$ cat src/rtl/task_pack_echo_slave.sv
// -----------------------------------------------------------------------------
// task_pack_echo_slave
//
// Task-side slave for the byte-in / word-out task protocol. It collects one
// packet of bytes, then answers with the bytes packed little-endian into
// 32-bit words followed by one trailer word {8'hA5, xor checksum, overflow,
// 15-bit byte count}.
//
// Ports
//   i_clk                            clock
//   i_rst                            synchronous reset, active-high
//   task_data_request                slave accepts input bytes
//   task_data_valid                  task_data holds a byte this cycle
//   task_data                        input byte
//   task_data_last                   byte ends the packet
//   task_answer_ready                task_answer_data holds a valid word
//   task_manager_ready               manager takes the word this cycle
//   task_answer_data                 answer word
//   task_answer_data_last            current word is the trailer
//   task_answer_packet_size_in_bytes 1 on the trailer word, 0 on data words
// -----------------------------------------------------------------------------
module task_pack_echo_slave #(
   parameter int DATA_WIDTH_IN  = 8,
   parameter int DATA_WIDTH_OUT = 32,
   parameter int MAX_BYTES      = 64
) (
   input  logic                      i_clk,
   input  logic                      i_rst,
   output logic                      task_data_request,
   input  logic                      task_data_valid,
   input  logic [DATA_WIDTH_IN-1:0]  task_data,
   input  logic                      task_data_last,
   output logic                      task_answer_ready,
   input  logic                      task_manager_ready,
   output logic [DATA_WIDTH_OUT-1:0] task_answer_data,
   output logic                      task_answer_data_last,
   output logic                      task_answer_packet_size_in_bytes
);

   localparam int                CNT_W   = 15;
   localparam int                AW      = $clog2(MAX_BYTES);
   localparam logic [CNT_W-1:0]  MAX_CNT = CNT_W'(MAX_BYTES);
   localparam logic [CNT_W-1:0]  CNT_SAT = '1;

   typedef enum logic [1:0] {
      ST_RX      = 2'd0,
      ST_TX_DATA = 2'd1,
      ST_TX_TRL  = 2'd2
   } state_t;

   state_t                    state, state_nxt;
   logic                      rst_hold;
   logic [CNT_W-1:0]          cnt, cnt_nxt;
   logic [7:0]                chk, chk_nxt;
   logic                      ovf, ovf_nxt;
   logic [CNT_W-1:0]          widx, widx_nxt;
   logic [CNT_W-1:0]          stored;
   logic [CNT_W-1:0]          last_widx;
   logic                      accept;
   logic                      store;
   logic [DATA_WIDTH_OUT-1:0] word;
   logic [DATA_WIDTH_OUT-1:0] trailer;

   // Byte buffer: data only, deliberately left out of reset.
   logic [DATA_WIDTH_IN-1:0]  byte_mem [MAX_BYTES];

   function automatic logic [CNT_W-1:0] sat_inc(input logic [CNT_W-1:0] v);
      return (v == CNT_SAT) ? v : v + CNT_W'(1);
   endfunction

   // rst_hold keeps the request low for the whole reset and releases it on
   // the first cycle after i_rst deasserts.
   assign accept = (state == ST_RX) && !rst_hold && task_data_valid;
   assign store  = accept && (cnt < MAX_CNT);

   // Number of bytes actually held in the buffer and the index of the last
   // data word; stored is at least 1 whenever the FSM is transmitting.
   assign stored    = (cnt < MAX_CNT) ? cnt : MAX_CNT;
   assign last_widx = ((stored + CNT_W'(3)) >> 2) - CNT_W'(1);

   assign trailer = {8'hA5, chk, ovf, cnt};

   // Little-endian word assembly; byte positions past the stored bytes
   // read as zero so stale buffer contents never leak into the answer.
   always_comb begin
      logic [CNT_W-1:0] pos;
      word = '0;
      pos  = '0;
      for (int j = 0; j < 4; j++) begin
         pos = {widx[CNT_W-3:0], 2'(j)};
         if (pos < stored)
            word[j*DATA_WIDTH_IN +: DATA_WIDTH_IN] = byte_mem[pos[AW-1:0]];
      end
   end

   always_ff @(posedge i_clk) begin
      if (store)
         byte_mem[cnt[AW-1:0]] <= task_data;
   end

   always_ff @(posedge i_clk) begin
      if (i_rst) begin
         state    <= ST_RX;
         rst_hold <= 1'b1;
         cnt      <= '0;
         chk      <= '0;
         ovf      <= 1'b0;
         widx     <= '0;
      end else begin
         state    <= state_nxt;
         rst_hold <= 1'b0;
         cnt      <= cnt_nxt;
         chk      <= chk_nxt;
         ovf      <= ovf_nxt;
         widx     <= widx_nxt;
      end
   end

   always_comb begin
      state_nxt                        = state;
      cnt_nxt                          = cnt;
      chk_nxt                          = chk;
      ovf_nxt                          = ovf;
      widx_nxt                         = widx;
      task_data_request                = 1'b0;
      task_answer_ready                = 1'b0;
      task_answer_data                 = '0;
      task_answer_data_last            = 1'b0;
      task_answer_packet_size_in_bytes = 1'b0;

      case (state)
         ST_RX: begin
            task_data_request = !rst_hold;
            if (accept) begin
               cnt_nxt = sat_inc(cnt);
               chk_nxt = chk ^ task_data;
               // Bytes past the buffer are still counted and checksummed.
               if (cnt >= MAX_CNT)
                  ovf_nxt = 1'b1;
               if (task_data_last) begin
                  state_nxt = ST_TX_DATA;
                  widx_nxt  = '0;
               end
            end
         end

         ST_TX_DATA: begin
            task_answer_ready = 1'b1;
            task_answer_data  = word;
            if (task_manager_ready) begin
               if (widx == last_widx)
                  state_nxt = ST_TX_TRL;
               else
                  widx_nxt = widx + CNT_W'(1);
            end
         end

         ST_TX_TRL: begin
            task_answer_ready                = 1'b1;
            task_answer_data                 = trailer;
            task_answer_data_last            = 1'b1;
            task_answer_packet_size_in_bytes = 1'b1;
            if (task_manager_ready) begin
               state_nxt = ST_RX;
               cnt_nxt   = '0;
               chk_nxt   = '0;
               ovf_nxt   = 1'b0;
               widx_nxt  = '0;
            end
         end

         default: begin
            state_nxt = ST_RX;
         end
      endcase
   end

endmodule
$ cat config.mk
export PLATFORM = sky130hd
export DESIGN_NAME = task_pack_echo_slave
export DESIGN_NICKNAME = d
export VERILOG_FILES = /design/src/rtl/task_pack_echo_slave.sv
export SDC_FILE = /design/constraint.sdc
export NUM_CORES = 1
export LEC_CHECK = 0
export ABC_AREA = 1
export CAP_MARGIN = 20
export CORE_MARGIN = 3
export CORE_UTILIZATION = 55
export DETAILED_ROUTE_END_ITERATION = 10
export PLACE_DENSITY = 0.69
export SLEW_MARGIN = 10
export SYNTH_ARGS = -nofsm -noshare
export SYNTH_HDL_FRONTEND = slang
export SYNTH_SLANG_ARGS = --single-unit
export TNS_END_PERCENT = 5
$ cat constraint.sdc
create_clock -name i_clk -period 3.05 [get_ports i_clk]
set_input_delay 0.61 -clock i_clk [delete_from_list [all_inputs] [get_ports i_clk]]
set_output_delay 0.61 -clock i_clk [all_outputs]
set_load 0.02 [all_outputs]
==> results.txt, run 1 <==
status: finished, violations left
failing checks: setup timing
yosys warns: 0
max-cap viol count: 0
Die H: 213.5 microns
CP arrival: 2.96 ns
# port buffers: 48
CTS Buf Count: 56
total grt overflow: 0
unrepaired setup endpoints after global routing: yes
Avg WL per Cell: 22.35 microns
synthesized cell area: 23670 sq um
top cell type's share of synthesized area: 0.6495
routed wire length: 63.39 mm
Crit path largest cell delay: 0.31 ns
crit share post-route: 1.170
# diodes: 0
maximum operating frequency: 280.2 MHz
# setup viols final: 51
switching share of power: 0.2194
number of core rows: 75
pwr/cell area: 563.5 nW/um^2
DR vias: 17180
Post-synth EDFFs: 512
internal power: 12530 uW
clk slew on worst S/H paths: 0.06 ns
DRC violations left: 0
Critical Path Fanout Max: 4
post-layout net count: 2285
Clk Latency, worst-skew pair: 0.62 ns
post-synthesis sequential area ratio: 0.6884
router iterations before antenna repair: 5
R2R Setup Slk: -0.16 ns
Multi-input gate area: 6900 sq um
Synth area leader: edfxtp_1
Fin. Hold Viols: 0
H-tree depth reported by CTS: 2
ys async rst share: 0
initial antenna violation count: 0
Area after DPL: 26340 sq um
worst min-delay path startpoint: task_data[0]
fin crit period: 3.569 ns
Storage cell area: 16310 sq um
TritonCTS clock tree: built
worst setup path class: reg2out
CP Cell Sequence: inv_1 -> nand3_4 -> nor2_8 -> buf_12 -> nand2_4 -> ha_4 -> nand2_4 -> a21oi_4 -> nor2_4 -> o21ai_2 -> nand2_1 -> o21ai_2 -> inv_2 -> buf_6 -> nand4_1 -> o22ai_1 -> buf_2
Max Slew Vio Count: 0
post-route setup slack: -0.5188 ns
Comb pwr share: 0.052
Synth area leaders: edfxtp_1, nor2_1, o21ai_0
R2R Path Start: cnt[8]
Slew HR: 0.4963
maximum number of pins on one net before global-route repair: 60
peak supply drop: 0.4095 mV
NetSw: 3520 uW
die width: 213.5 microns
CP max-delay cell: dfxtp_1
Ports: 49
Hold Crit Class: in2reg
Util after Layout: 0.6743
CORE AREA: 42230 sq um
Die Area: 45570 sq um
WHS Path Cells: 1
ratio of cells with drive above 1 in the final layout: 0.1916
Slew @ Worst Pin: 0.7556 ns
dpl ws: -0.6387 ns
Clock power frac: 0.425
leakage power: 0.01002 uW
area added between synthesis and finish: 20.28%
startpoint types: flip-flop
total negative slack: -17.10 ns
Fillers: 3060
CP Capture Type: output port
clk_skew: 0.02219 ns
ys flop type: edfxtp_1
Via density: 6.057
1st-iter DRT viols: 1937
Finished Cell Area: 28470 sq um
Sink Count: 558
worst reg-to-reg path cell count: 27
first-pass GRT wire length: 96.20 mm
syn avg cell area: 11.64 sq um
Synth Register Bits: 558
vias in the first global route: 16500
Critical path origin: cnt[8]
Gate Count Post-Synth: 2034
clock root buffer: clkbuf_16
total track usage: 0.2804
clk buf depth: 3
Final Wtd Congestion: 0.8993
DP HPWL: 41.16 mm
Final Hold Slack: 0.3692 ns
Starting Density: 0.5606
Antenna Nets Post-Route: 0
WHS Endpoint: byte_mem[30][0]
Req. time, crit path: 2.44 ns
Yosys cell types: 51
sequential share of power: 0.523
[worst max-delay path: cells and delay by family (launching register included)]
kind | cells | cell delay [ns]
flops | 1 | 0.31
compound gates | 4 | 0.52
simple gates | 7 | 0.57
fa+ha+maj | 1 | 0.28
buf+inv | 5 | 0.65
[layer usage]
metal / global-route usage / share of wire
met5: 0 / 0
met1: 0.3889 / 0.41
met4: 0.1253 / 0.043
met3: 0.05326 / 0.086
met2: 0.4382 / 0.46
[sequential cells by signal, indices dropped and copies added (netlist names), named ones only]
signal	count
cnt	15
byte_mem	512
widx	15
chk	8
ovf	1
state	2
rst_hold	1
[worst max path at each step]
stage / to / depth (start not counted) / slack, ns
after floorplan: task_answer_data[27] / 14 / -0.04
after detailed placement: task_answer_data[11] / 17 / -0.64
final: task_answer_data[3] / 17 / -0.52
after global placement: task_answer_data[7] / 18 / -0.54
after CTS: task_answer_data[11] / 17 / -0.64
after global routing: task_answer_data[7] / 17 / -0.65
[cell usage after synthesis, types with 2 or more instances]
cell type / instances
edfxtp_1: 512
nor2_1: 290
nand2_1: 271
o21ai_0: 209
a21oi_1: 125
clkbuf_1: 112
nand3_1: 82
inv_1: 68
o22ai_1: 55
dfxtp_1: 46
o221ai_1: 40
nand4_1: 29
a221oi_1: 22
ha_1: 22
nor3_1: 16
a311o_1: 11
xor2_1: 11
a32o_1: 10
nor4_1: 9
buf_1: 7
a31oi_1: 6
nand2_4: 6
nor2_2: 6
or3_1: 6
o211ai_1: 5
a211oi_1: 4
a311oi_1: 4
a32oi_1: 4
clkinv_1: 4
inv_2: 4
nand3_2: 4
nor2_4: 4
nor3b_1: 4
nand2_2: 3
o21ai_1: 3
buf_6: 2
o21ai_2: 2
o2bb2ai_1: 2
or2_2: 2
[cells by family (layout without fill, tap and decap cells)]
logic type,Yosys count,after routing,synth area share
xor+xnor,11,11,0.004070
buf+inv,201,457,0.03324
simple gates,735,735,0.1339
other cells,1,8,0.0001584
compound gates,506,506,0.1286
flops,558,558,0.6884
fa+ha+maj,22,22,0.01163
[power by group through the flow]
stage          combinational (uW)  clock [uW]  sequential (uW)
2_1_floorplan                 423           0             8550
3_5_place_dp                  786           0             8560
3_3_place_gp                  767           0             8560
5_1_grt                       909        7200             8400
4_1_cts                       798        6900             8400
6_report                      829        6820             8400
[area by class of cell]
class | count | share of cell area
clock buffers | 62 | 0.05001
clock inverters | 43 | 0.01406
inverters | 76 | 0.01028
flip-flops and latches | 558 | 0.5728
multi-input cells | 1282 | 0.2423
repair buffers | 276 | 0.08679
well taps | 539 | 0.02368
[metrics by stage]
step	total power (uW)	instances
floorplan	8977	2041
global placement	9327	2720
CTS	16100	2835
global route	16510	2836
finish	16050	2836
detailed placement	9348	2720
[layout by cell type, fill, tap and decap left out, drive strengths merged]
cell           synthesis  routed
nor3b                  4       4
xor2                  11      11
o221ai                40      40
nand3                 86      86
nor4                   9       9
o2bb2ai                2       2
a21oi                125     125
a311o                 11      11
o2111ai                1       1
o21bai                 1       1
a32o                  10      10
clkinvlp               0       3
and3                   1       1
a31oi                  6       6
nand2                280     280
clkdlybuf4s50          0       8
conb                   1       8
ha                    22      22
edfxtp               512     512
a32oi                  4       4
nor2                 301     301
or3                    6       6
o21ai                214     214
bufinv                 0       6
a311oi                 4       4
clkbuf               113      62
o22ai                 55      55
clkinv                 4      33
a211oi                 4       4
a221oi                22      22
inv                   72      77
buf                   12     268
o211ai                 7       7
nor3                  16      16
dfxtp                 46      46
nand4                 30      30
or2                    2       2
[timing repair]
action                                  CTS  global route
endpoints found under the setup margin   50            53
gates cloned                              0             0
resized for setup                       203            47
hold buffers                              0             0
setup buffers                            10             1
pin swaps                                20            19
Note: power is estimated with default switching activity, not from simulation.
==> run 2: changes to the inputs <==
--- a/config.mk
+++ b/config.mk
@@ -11,6 +11,7 @@
 export CORE_UTILIZATION = 55
 export DETAILED_ROUTE_END_ITERATION = 10
 export PLACE_DENSITY = 0.69
+export SETUP_SLACK_MARGIN = 0.05
 export SLEW_MARGIN = 10
 export SYNTH_ARGS = -nofsm -noshare
 export SYNTH_HDL_FRONTEND = slang
==> results.txt, run 2 (synthesis gave the netlist of run 1 again) <==
number of core rows: 75
# port buffers: 48
Bufs and invs on worst path: 7
number of flip-flops in the largest register: 512
Die H: 213.5 microns
Crit path largest cell delay: 0.32 ns
Stages on worst setup path: 17
CTS Buf Count: 56
clk slew on worst S/H paths: 0.06 ns
first-pass GRT wire length: 96.20 mm
die width: 213.5 microns
Clock power frac: 0.425
clock root buffer: clkbuf_16
Fillers: 3059
Avg WL per Cell: 22.39 microns
# diodes: 0
WHS Endpoint: byte_mem[30][0]
Die Area: 45570 sq um
Sink Count: 558
CP Capture Type: output port
Slew HR: 0.4860
hold_buf cts: 0
Comb pwr share: 0.052
Fin. Hold Viols: 0
startpoint types: flip-flop
H-tree depth reported by CTS: 2
commonest non-fill, non-tap cell in the layout: edfxtp_1
internal power: 12530 uW
worst reg-to-reg path cell count: 27
R2R Path Start: cnt[8]
maximum number of pins on one net before global-route repair: 60
worst min-delay path startpoint: task_data[0]
peak supply drop: 0.4083 mV
CORE AREA: 42230 sq um
failing checks: setup timing
Starting Density: 0.5606
dpl ws: -0.6387 ns
Clk Latency, worst-skew pair: 0.62 ns
total grt overflow: 0
CP Cell Sequence: inv_1 -> nand3_4 -> nor2_8 -> inv_2 -> nor2_4 -> inv_2 -> ha_4 -> a21oi_4 -> inv_2 -> nor2_4 -> o21ai_2 -> buf_4 -> a21oi_4 -> buf_6 -> nand4_1 -> o22ai_1 -> buf_4
DR vias: 17150
unrepaired setup endpoints after global routing: yes
worst setup path class: reg2out
Req. time, crit path: 2.44 ns
routed wire length: 63.51 mm
Final Wtd Congestion: 0.8993
CP max-delay cell: dfxtp_1
DP HPWL: 41.16 mm
post-layout net count: 2285
CP top delay family: buffers and inverters
clk_skew: 0.01854 ns
TritonCTS clock tree: built
CP arrival: 2.97 ns
DRC violations left: 0
Via density: 6.047
# setup viols final: 51
Util after Layout: 0.6744
Critical Path Fanout Max: 8
R2R Setup Slk: -0.18 ns
ratio of cells with drive above 1 in the final layout: 0.1920
post-route setup slack: -0.5306 ns
crit share post-route: 1.174
Hold Crit Class: in2reg
pwr/cell area: 563.5 nW/um^2
total track usage: 0.2804
max-cap viol count: 0
Slew @ Worst Pin: 0.7689 ns
total negative slack: -17.65 ns
area added between synthesis and finish: 20.30%
Antenna Nets Post-Route: 0
Max Slew Vio Count: 0
vias in the first global route: 16500
Ports: 49
switching share of power: 0.2195
maximum operating frequency: 279.3 MHz
most frequent CP cell: inv_2
1st-iter DRT viols: 2029
fin crit period: 3.581 ns
WHS Path Cells: 1
leakage power: 0.01002 uW
initial antenna violation count: 0
clk buf depth: 3
Final Hold Slack: 0.3717 ns
NetSw: 3523 uW
sequential share of power: 0.523
leading cell types in the layout, fill and taps excluded: edfxtp_1, nor2_1, nand2_1
router iterations before antenna repair: 5
status: finished, violations left
==> run 2: changes by cell type in the layout (fill, tap and decap cells not counted) <==
cell / change
nor3_2: +1
nor3_1: -1
==> run 2: how the worst max path moves through the flow <==
stage               slack (ns)                   end     from
floorplan                -0.04  task_answer_data[27]   cnt[9]
global placement         -0.54   task_answer_data[7]   cnt[9]
detailed placement       -0.64  task_answer_data[11]   cnt[9]
CTS                      -0.64  task_answer_data[11]  cnt[13]
global route             -0.65   task_answer_data[7]  cnt[12]
finish                   -0.53   task_answer_data[9]   cnt[8]
==> run 2: metal layers <==
layer	vias to the layer above	global-route usage	wire [microns]
met2	749	0.4382	29400
met4	0	0.1253	2730
li1	7915	-	-
met5	-	0	0
met3	139	0.05326	5354
met1	8346	0.3889	26030
==> run 2: through the flow <==
stage | area (sq um) | power, uW | std cells
finish | 28480 | 16050 | 2836
global route | 28480 | 16510 | 2836
floorplan | 23710 | 8977 | 2041
detailed placement | 26340 | 9348 | 2720
global placement | 26340 | 9327 | 2720
CTS | 28260 | 16100 | 2835
==> run 2: power by group through the flow <==
stage | sequential, uW | clock (uW) | combinational, uW
floorplan | 8550 | 0 | 423
global placement | 8560 | 0 | 767
detailed placement | 8560 | 0 | 786
CTS | 8400 | 6900 | 798
global route | 8400 | 7200 | 909
finish | 8400 | 6820 | 830
==> run 2: repair_timing <==
action,in CTS,in global routing
endpoints found under the hold margin,0,0
cloned,0,0
endpoints found under the setup margin,51,54
setup buffers,10,1
pin swaps,20,19
gates resized for setup,203,48
==> run 2: layout make-up <==
type | instances | area (sq um) | share of cell area
multi-input combinational | 1282 | 6905 | 0.2425
timing repair buffer | 276 | 2471 | 0.08677
inverter | 76 | 292.8 | 0.01028
sequential | 558 | 16310 | 0.5727
tap | 539 | 674.4 | 0.02368
clock inverter | 43 | 400.4 | 0.01406
clock buffer | 62 | 1424 | 0.05000
